[src/rtl/layer_frame_feeder_pkg.sv]
// Shared constants, state encoding and bus slicing helper for the layer frame feeders.
package layer_frame_feeder_pkg;

    localparam int DW           = 16;
    localparam int N_IN         = 15;
    localparam int NODE_LAT_DEF = 3;
    localparam int IDX_W        = $clog2(N_IN);
    localparam int LEN_W        = $clog2(N_IN + 1);
    localparam int BUS_W        = N_IN * DW;

    typedef enum logic [1:0] {
        IDLE  = 2'd0,
        FILL  = 2'd1,
        STALL = 2'd2
    } feed_state_t;

    // LSB position of activation slice i on the parallel frame bus
    function automatic int slice_lsb(input int i);
        return i * DW;
    endfunction

endpackage

[src/rtl/layer_frame_feeder_if.sv]
// Activation stream in, parallel frame and result timing out.
// Stream handshake: a word transfers on a rising edge where s_valid && s_ready;
// s_valid/s_data/s_last hold until that edge, s_ready never depends on s_valid.
interface layer_frame_feeder_if;
    import layer_frame_feeder_pkg::*;

    logic             s_valid;
    logic [DW-1:0]    s_data;
    logic             s_last;
    logic             s_ready;
    logic [BUS_W-1:0] a_bus;
    logic             frame_stb;
    logic             res_valid;
    logic             err_len;
    logic             busy;

    modport master (
        output s_valid, s_data, s_last,
        input  s_ready, a_bus, frame_stb, res_valid, err_len, busy
    );

    modport slave (
        input  s_valid, s_data, s_last,
        output s_ready, a_bus, frame_stb, res_valid, err_len, busy
    );

endinterface

[src/rtl/layer_frame_feeder_frame_shadow_buf.sv]
// Shadow frame storage: indexed word writes, zero-filled parallel view of a closing
// frame (including the word written this cycle) or of a frame held back for later issue.
module frame_shadow_buf
    import layer_frame_feeder_pkg::*;
(
    input  logic             clk,
    input  logic             reset,
    input  logic             wr_en,
    input  logic [IDX_W-1:0] wr_idx,
    input  logic [DW-1:0]    wr_data,
    input  logic             close,
    input  logic             use_held,
    output logic [BUS_W-1:0] frame
);

    logic [DW-1:0]    mem [N_IN];
    logic [LEN_W-1:0] held_len;

    always_ff @(posedge clk or negedge reset) begin
        if (!reset) begin
            for (int i = 0; i < N_IN; i++) begin
                mem[i] <= '0;
            end
            held_len <= '0;
        end else begin
            if (wr_en) begin
                mem[wr_idx] <= wr_data;
            end
            if (wr_en && close) begin
                held_len <= LEN_W'(wr_idx) + LEN_W'(1);
            end
        end
    end

    // Slices past the frame length read as zero; stale words beyond it are never exposed
    always_comb begin
        frame = '0;
        for (int i = 0; i < N_IN; i++) begin
            if (use_held) begin
                if (LEN_W'(i) < held_len) begin
                    frame[slice_lsb(i) +: DW] = mem[i];
                end
            end else begin
                if (LEN_W'(i) < LEN_W'(wr_idx)) begin
                    frame[slice_lsb(i) +: DW] = mem[i];
                end else if (LEN_W'(i) == LEN_W'(wr_idx)) begin
                    frame[slice_lsb(i) +: DW] = wr_data;
                end
            end
        end
    end

endmodule

[src/rtl/layer_frame_feeder.sv]
// Packs the activation stream into N_IN-wide frames for the node array and flags
// the cycle in which the node outputs for each frame become valid.
module layer_frame_feeder
    import layer_frame_feeder_pkg::*;
#(
    parameter int NODE_LAT = NODE_LAT_DEF
) (
    input  logic                 clk,
    input  logic                 reset,
    layer_frame_feeder_if.slave  fb,
    output feed_state_t          dbg_state
);

    localparam int LAT_W = $clog2(NODE_LAT + 1);

    feed_state_t      state;
    logic [IDX_W-1:0] idx;
    logic [IDX_W-1:0] idx_n;
    logic [LAT_W-1:0] lat;
    logic             pending;
    logic             busy_n;
    logic             accept;
    logic             last_slot;
    logic             close;
    logic             lat_done;
    logic             pend_set;
    logic             issue_held;
    logic             issue;
    logic [BUS_W-1:0] frame;

    assign fb.s_ready = !pending;
    assign dbg_state  = state;

    assign accept     = fb.s_valid && fb.s_ready;
    assign last_slot  = (idx == IDX_W'(N_IN - 1));
    assign close      = accept && (fb.s_last || last_slot);
    assign lat_done   = (lat == LAT_W'(1));
    // A frame closing while the previous result is still more than one edge away is held
    assign pend_set   = close && fb.busy && !lat_done;
    assign issue_held = pending && lat_done;
    assign issue      = (close && !pend_set) || issue_held;

    always_comb begin
        idx_n  = idx;
        busy_n = fb.busy;
        if (close) begin
            idx_n = '0;
        end else if (accept) begin
            idx_n = idx + IDX_W'(1);
        end
        if (issue) begin
            busy_n = 1'b1;
        end else if (lat_done) begin
            busy_n = 1'b0;
        end
    end

    frame_shadow_buf u_shadow (
        .clk      (clk),
        .reset    (reset),
        .wr_en    (accept),
        .wr_idx   (idx),
        .wr_data  (fb.s_data),
        .close    (close),
        .use_held (issue_held),
        .frame    (frame)
    );

    always_ff @(posedge clk or negedge reset) begin
        if (!reset) begin
            state        <= IDLE;
            idx          <= '0;
            lat          <= '0;
            pending      <= 1'b0;
            fb.a_bus     <= '0;
            fb.frame_stb <= 1'b0;
            fb.res_valid <= 1'b0;
            fb.err_len   <= 1'b0;
            fb.busy      <= 1'b0;
        end else begin
            idx          <= idx_n;
            fb.busy      <= busy_n;
            fb.frame_stb <= issue;
            fb.res_valid <= lat_done;
            if (issue) begin
                fb.a_bus <= frame;
                lat      <= LAT_W'(NODE_LAT);
            end else if (lat != '0) begin
                lat <= lat - LAT_W'(1);
            end
            if (pend_set) begin
                pending <= 1'b1;
            end else if (issue_held) begin
                pending <= 1'b0;
            end
            // Early s_last, or a full frame without s_last, marks a length error
            if (close && (fb.s_last != last_slot)) begin
                fb.err_len <= 1'b1;
            end
            case (state)
                IDLE:    if (accept) state <= FILL;
                FILL: begin
                    if (pend_set) begin
                        state <= STALL;
                    end else if (!busy_n && idx_n == '0) begin
                        state <= IDLE;
                    end
                end
                STALL:   if (issue_held) state <= FILL;
                default: state <= IDLE;
            endcase
        end
    end

endmodule

[src/flat_wrapper.sv]
// flat-port wrapper written by rule: the top's interface ports become plain ports
module layer_frame_feeder_flat import layer_frame_feeder_pkg::*;
#(
    parameter int NODE_LAT = NODE_LAT_DEF
)
  (clk, reset, dbg_state, fb_s_valid, fb_s_data, fb_s_last, fb_s_ready, fb_a_bus, fb_frame_stb, fb_res_valid, fb_err_len, fb_busy);
  layer_frame_feeder_if fb_i ();
  input  logic clk;
  input  logic reset;
  output feed_state_t dbg_state;
  input wire logic [$bits(fb_i.s_valid)-1:0] fb_s_valid;
  input wire logic [$bits(fb_i.s_data)-1:0] fb_s_data;
  input wire logic [$bits(fb_i.s_last)-1:0] fb_s_last;
  output wire logic [$bits(fb_i.s_ready)-1:0] fb_s_ready;
  output wire logic [$bits(fb_i.a_bus)-1:0] fb_a_bus;
  output wire logic [$bits(fb_i.frame_stb)-1:0] fb_frame_stb;
  output wire logic [$bits(fb_i.res_valid)-1:0] fb_res_valid;
  output wire logic [$bits(fb_i.err_len)-1:0] fb_err_len;
  output wire logic [$bits(fb_i.busy)-1:0] fb_busy;
  assign fb_i.s_valid = fb_s_valid;
  assign fb_i.s_data = fb_s_data;
  assign fb_i.s_last = fb_s_last;
  assign fb_s_ready = fb_i.s_ready;
  assign fb_a_bus = fb_i.a_bus;
  assign fb_frame_stb = fb_i.frame_stb;
  assign fb_res_valid = fb_i.res_valid;
  assign fb_err_len = fb_i.err_len;
  assign fb_busy = fb_i.busy;
  layer_frame_feeder #(.NODE_LAT(NODE_LAT)) u_core (.clk(clk), .reset(reset), .fb(fb_i), .dbg_state(dbg_state));
endmodule
[config.mk]
export PLATFORM = sky130hd
export DESIGN_NAME = layer_frame_feeder_flat
export DESIGN_NICKNAME = d
export VERILOG_FILES = /design/src/rtl/layer_frame_feeder_pkg.sv /design/src/rtl/layer_frame_feeder_if.sv /design/src/rtl/layer_frame_feeder_frame_shadow_buf.sv /design/src/rtl/layer_frame_feeder.sv /design/src/flat_wrapper.sv
export SDC_FILE = /design/constraint.sdc
export NUM_CORES = 1
export LEC_CHECK = 0
export CORE_ASPECT_RATIO = 0.5
export CORE_MARGIN = 1.5
export CORE_UTILIZATION = 30
export CTS_BUF_LIST = sky130_fd_sc_hd__clkbuf_4 sky130_fd_sc_hd__clkbuf_8 sky130_fd_sc_hd__clkbuf_16
export DETAILED_ROUTE_END_ITERATION = 8
export PLACE_DENSITY = 0.56
export SLEW_MARGIN = 40
export SYNTH_ARGS = -nofsm -noshare
export SYNTH_HDL_FRONTEND = slang
export SYNTH_SLANG_ARGS = --single-unit
[constraint.sdc]
create_clock -name clk -period 5.2 [get_ports clk]
set_input_delay 0.78 -clock clk [delete_from_list [all_inputs] [get_ports clk]]
set_output_delay 0.78 -clock clk [all_outputs]
set_load 0.1 [all_outputs]
# [After elaboration in Yosys (flattened, before gate mapping)]
# Cells that the tools add are included.
[word_totals] reg_bits=497 input_bits=20
[classes] n_addsub=2 order_cmp=32 eq_ne=22 mux=76 n_bitwise=1 n_reduce_logical=23
[ops] op="$mux W16" count=61
[ops] op="$bwmux W240" count=1
[ops] op="$demux W16 S4" count=1
[ops] op="$lt A4 B4 Y1 const A" count=14
[ops] op="$lt A3 B4 Y1 const A" count=8
[ops] op="$eq A4 B4 Y1 const A" count=7
[ops] op="$eq A3 B4 Y1 const A" count=4
[ops] op="$lt A1 B4 Y1 const A" count=4
[ops] op="$lt A2 B4 Y1 const A" count=4
[ops] op="$mux W2" count=6
[ops] op="$logic_and A1 B1 Y1" count=10
[ops] op="$eq A2 B4 Y1 const A" count=2
[ops] op="$logic_not A4 Y1" count=2
[ops] op="$mux W4" count=2
[ops] op="$pmux W2 S3" count=1
[ops] op="$reduce_bool A2 Y1" count=3
[ops] op="$ge A5 B5 Y1 const B" count=1
[ops] op="$lt A5 B1 Y1 const B" count=1
[ops] op="$not A4 Y5" count=1
[ops] op="$add A4 B1 Y4 const B" count=1
[ops] op="$eq A1 B4 Y1 const A" count=1
[ops] op="$eq A2 B1 Y1 const B" count=2
[ops] op="$eq A4 B4 Y1 const B" count=1
[ops] op="$logic_not A1 Y1" count=4
[ops] op="9 further kinds" count=14

# [Longest topological paths before layout]
[logic_depth] depth_word=14 depth_mapped=14

# [By module]
# From an unflattened synthesis, not the netlist that was laid out.
[unflattened] hier_cells=2300 hier_area_um2=23224.8
[by_module_without_submodules] module="frame_shadow_buf" instances=1 cells_per_inst=1218 area_per_inst_um2=13600.5 seq_area_each_um2=6105.9
[by_module_without_submodules] module="layer_frame_feeder" instances=1 cells_per_inst=1082 area_per_inst_um2=9624.2 seq_area_each_um2=6331.1

# [Worst setup path before layout]
# OpenSTA, ideal clock, no wires.
[synth_timing] kind="reg2reg" start="register u_core.idx[2]" end="register u_core.fb.a_bus[217]" setup_ns=0.073 arrival_ns=2.541 t_required_ns=5.127 path_slack_ns=2.586 stages_incl_launch_ff=15 path_buffers=7 path_cell_list="dfrtp_1 buf_2 buf_6 clkbuf_1 buf_2 nand3_1 ha_1 buf_2 nor2b_1 o22ai_2 inv_2 buf_2 buf_1 nor2_1 nor2_1"
[synth_via] elab_chain_cells=8
[synth_rtl] element="start, declared" line_no="layer_frame_feeder.sv:17" rtl="logic [IDX_W-1:0] idx;"
[synth_rtl] element="start signal, assigned" line_no="layer_frame_feeder.sv:81" rtl="idx <= idx_n;"
[synth_rtl] element="$eq A4 B4 Y1" line_no="layer_frame_feeder.sv:35" rtl="assign last_slot = (idx == IDX_W'(N_IN - 1));"
[synth_rtl] element="$logic_or A1 B1 Y1" line_no="layer_frame_feeder.sv:36" rtl="assign close = accept && (fb.s_last || last_slot);"
[synth_rtl] element="$logic_and A1 B1 Y1" line_no="layer_frame_feeder.sv:36"
[synth_rtl] element="$logic_and A1 B1 Y1 (2 in a row)" line_no="layer_frame_feeder.sv:39" rtl="assign pend_set = close && fb.busy && !lat_done;"
[synth_rtl] element="$logic_not A1 Y1" line_no="layer_frame_feeder.sv:41" rtl="assign issue = (close && !pend_set) || issue_held;"
[synth_rtl] element="$logic_and A1 B1 Y1" line_no="layer_frame_feeder.sv:41"
[synth_rtl] element="$logic_or A1 B1 Y1" line_no="layer_frame_feeder.sv:41"
[synth_rtl] element="end signal, assigned" line_no="layer_frame_feeder.sv:86" rtl="fb.a_bus <= frame;"
[synth_rtl] element="end, declared" line_no="layer_frame_feeder_if.sv:24" rtl="output s_ready, a_bus, frame_stb, res_valid, err_len, busy"
# Several ways; a longest one is shown, not always the timed one.
# A chain may end at the register's enable or synchronous reset.

# [Worst setup path after layout]
[layout_timing] start="register u_core.idx[0]" end="register u_core.fb.a_bus[50]"
# Same word-level chain as after synthesis.

==> impl_metrics.env <==
export IMPL_gp_congestion=0.8487
export IMPL_die_area_sq_um=74750
export IMPL_place_inst=3011
export IMPL_grt_pass1_vias=15970
export IMPL_syn_nets=1976
export IMPL_path_class="flip-flop to flip-flop"
export IMPL_cts_hold_buf=0
export IMPL_setup_viol=0
export IMPL_hold_viol=0
export IMPL_syn_cell_area_sq_um=21910
export IMPL_final_area_sq_um=25740
export IMPL_fin_nets=2132
export IMPL_drive_above_1_share=0.3130
export IMPL_finClkSkew_ns=0.01684
export IMPL_viasPerCell=5.304
export IMPL_worst_path_max_fanout=83
export IMPL_postRouteAntennaNets=0
export IMPL_core_area_sq_um=71660
export IMPL_first_pass_iters=6
export IMPL_arrival_ns=4.29
export IMPL_drt_iter0_drc=1328
export IMPL_root_buffer="clkbuf_16"
export IMPL_top_layer_used="met4"
export IMPL_fin_crit_ns=3.768
export IMPL_wl_per_cell_um=22.15
export IMPL_worstSkewPairLatency_ns=0.60
export IMPL_tritoncts="built"
export IMPL_grt_overflow=0
export IMPL_worst_pin_slew_ns=0.8865
export IMPL_grt_usage=0.1804
export IMPL_ios=267
export IMPL_die_y_um=194.1
export IMPL_cts_sinks=497
export IMPL_synthFlopType="dfrtp_1"
export IMPL_yosysSeqAreaShare=0.5677
export IMPL_cts_buffer_depth=3
export IMPL_async_flop_share=1.000
export IMPL_hpwlAfterDp_um=41900
export IMPL_fin_setup_tns_ns=0
export IMPL_synth_edf_count=0
export IMPL_required_ns=5.72
export IMPL_clkTransAtPathRegs_ns=0.06
export IMPL_yosysUniqueCellTypes=56
export IMPL_rrSetupSlack_ns=1.43
export IMPL_slew_headroom=0.4090
export IMPL_die_x_um=385.2
export IMPL_start_kind="flip-flop"
export IMPL_drv_cap=0
export IMPL_timing_fmax_mhz=265.4
export IMPL_vias=16460
export IMPL_drc=0
export IMPL_grt_antenna_before_repair=0
export IMPL_endpoint_kind="flip-flop"
export IMPL_postSynthCellCount=1949
export IMPL_syn_to_final_growth_pct=17.49
export IMPL_cts_setup_buffers=0
export IMPL_yosys_warnings=0
export IMPL_post_route_period_util=0.7246
export IMPL_wl_met2_um=35020
export IMPL_hold_class="primary input to asynchronous set/reset pin"
export IMPL_drv_slew=0
export IMPL_port_buffers=266
export IMPL_drt_wl_total_um=68730
export IMPL_grt_pass1_wl_um=104000
export IMPL_status="finished clean"
export IMPL_rsz0062_at_grt="false"
export IMPL_met1_length_um=29700
export IMPL_grt_max_degree=186
export IMPL_ys_ff_latch=497
export IMPL_rows=69
export IMPL_layoutNonFillerInstCount=3103
export IMPL_post_dp_cell_area_sq_um=24000
export IMPL_htree_levels=2
export IMPL_synth_area_per_cell_sq_um=11.24
export IMPL_wl_met3_um=2363
export IMPL_initial_core_util=0.3057
export IMPL_cts_resized=0
export IMPL_cts_buffers=50
==> registers in the layout, indices dropped and copies added, names as in the netlist <==
signal / cells
u_core.fb.a_bus: 240
u_core.u_shadow.mem: 240
u_core.idx: 4
u_core.u_shadow.held_len: 4
u_core.dbg_state: 2
u_core.lat: 2
u_core.fb.busy: 1
u_core.fb.err_len: 1
u_core.fb.frame_stb: 1
u_core.fb.res_valid: 1
u_core.pending: 1
==> metrics by stage <==
stage	utilization	hold slack [ns]	worst slack (ns)
final	0.3592	0.1428	1.432
after global routing	0.3592	0.1472	1.167
after CTS	0.3587	0.1260	1.508
after detailed placement	0.3349	0.4654	1.531
after global placement	0.3517	0.4634	1.718
after floorplan	-	0.4642	2.586
==> layout make-up <==
| cell class | count | area (sq um) |
|---|---|---|
| Antenna cell | 1 | 2.502 |
| Clock buffer | 79 | 1597 |
| Clock inverter | 12 | 110.1 |
| Fill cell | 7215 | 45920 |
| Inverter | 10 | 40.04 |
| Multi-Input combinational cell | 1251 | 8665 |
| Sequential cell | 497 | 12440 |
| Tap cell | 958 | 1199 |
| Timing Repair Buffer | 295 | 1688 |
==> kinds of logic after synthesis <==
kind of cell             synth area share
AO/OA/AOI/OAI                      0.1642
multiplexers                       0.1244
buffers and inverters             0.04078
flip-flops                         0.5677
adder cells (fa/ha/maj)          0.003998
AND/OR/NAND/NOR                   0.09813
XOR/XNOR                        0.0007998
==> placed cells by master (no fill, tap or decap), types with 7 or more instances in the layout <==
cell,count
o31ai_1,80
buf_2,253
a22o_1,26
nand3_1,20
a22oi_1,80
nand2_1,126
a221oi_1,144
clkdlybuf4s50_1,8
nor2_2,7
clkinv_2,10
dfrtp_1,496
buf_4,26
mux2_2,238
clkbuf_8,12
o21ai_0,21
a21oi_1,117
clkbuf_16,53
nand2b_1,7
nand2_2,17
nor3_4,7
nor2_1,298
clkbuf_4,14
ha_1,7
==> cell usage after synthesis, types with 4 or more instances <==
cell | count | area [sq um]
dfrtp_1 | 497 | 12440
nor2_1 | 302 | 1134
mux2_2 | 238 | 2680
a221oi_1 | 144 | 1261
nand2_1 | 126 | 473.0
a21oi_1 | 117 | 585.6
clkbuf_1 | 103 | 386.6
a22oi_1 | 80 | 600.6
o31ai_1 | 80 | 600.6
buf_2 | 66 | 330.3
a22o_1 | 27 | 236.5
o21ai_0 | 21 | 105.1
nand3_1 | 20 | 100.1
nand2_2 | 18 | 112.6
buf_1 | 10 | 37.54
buf_4 | 9 | 67.56
ha_1 | 7 | 87.58
nand2b_1 | 7 | 43.79
inv_1 | 6 | 22.52
a21o_1 | 5 | 37.54
nor2_2 | 5 | 31.28
nor3_2 | 5 | 50.05
o21ai_1 | 5 | 25.02
inv_2 | 4 | 15.01
mux2_1 | 4 | 45.04
nor2b_1 | 4 | 25.02
==> worst paths after layout <==
| kind | startpoint | endpoint | cells after the start |
|---|---|---|---|
| worst max-delay path | u_core.idx[0] | u_core.fb.a_bus[50] | 10 |
| min in group clk | u_core.fb.a_bus[89] | u_core.fb.a_bus[89] | 2 |
| worst min register to register | u_core.fb.a_bus[89] | u_core.fb.a_bus[89] | 2 |
| worst max register to register | u_core.idx[0] | u_core.fb.a_bus[50] | 10 |
| max in group asynchronous | reset | u_core.fb.a_bus[236] | 2 |
| worst min-delay path | reset | u_core.u_shadow.mem[147] | 1 |
==> worst max-delay path: stages, from the launching register on <==
cell and delay [ns]:
dfrtp_1 0.66, inv_1 0.45, ha_1 0.43, nand3_1 0.14, ha_1 0.33, nor2b_1 0.23
o22ai_4 0.14, inv_4 0.55, buf_12 0.42, nor2_1 0.08, nor2_1 0.11
==> per-layer routing <==
layer / GRT usage / vias to the layer above
li1: - / 7369
met1: 0.2388 / 8668
met2: 0.3089 / 326
met3: 0.02231 / 94
met4: 0.05104 / 0
met5: 0 / -
Power is not shown: default switching activity piles up to over one toggle a cycle in this logic, so the estimate is an artifact.
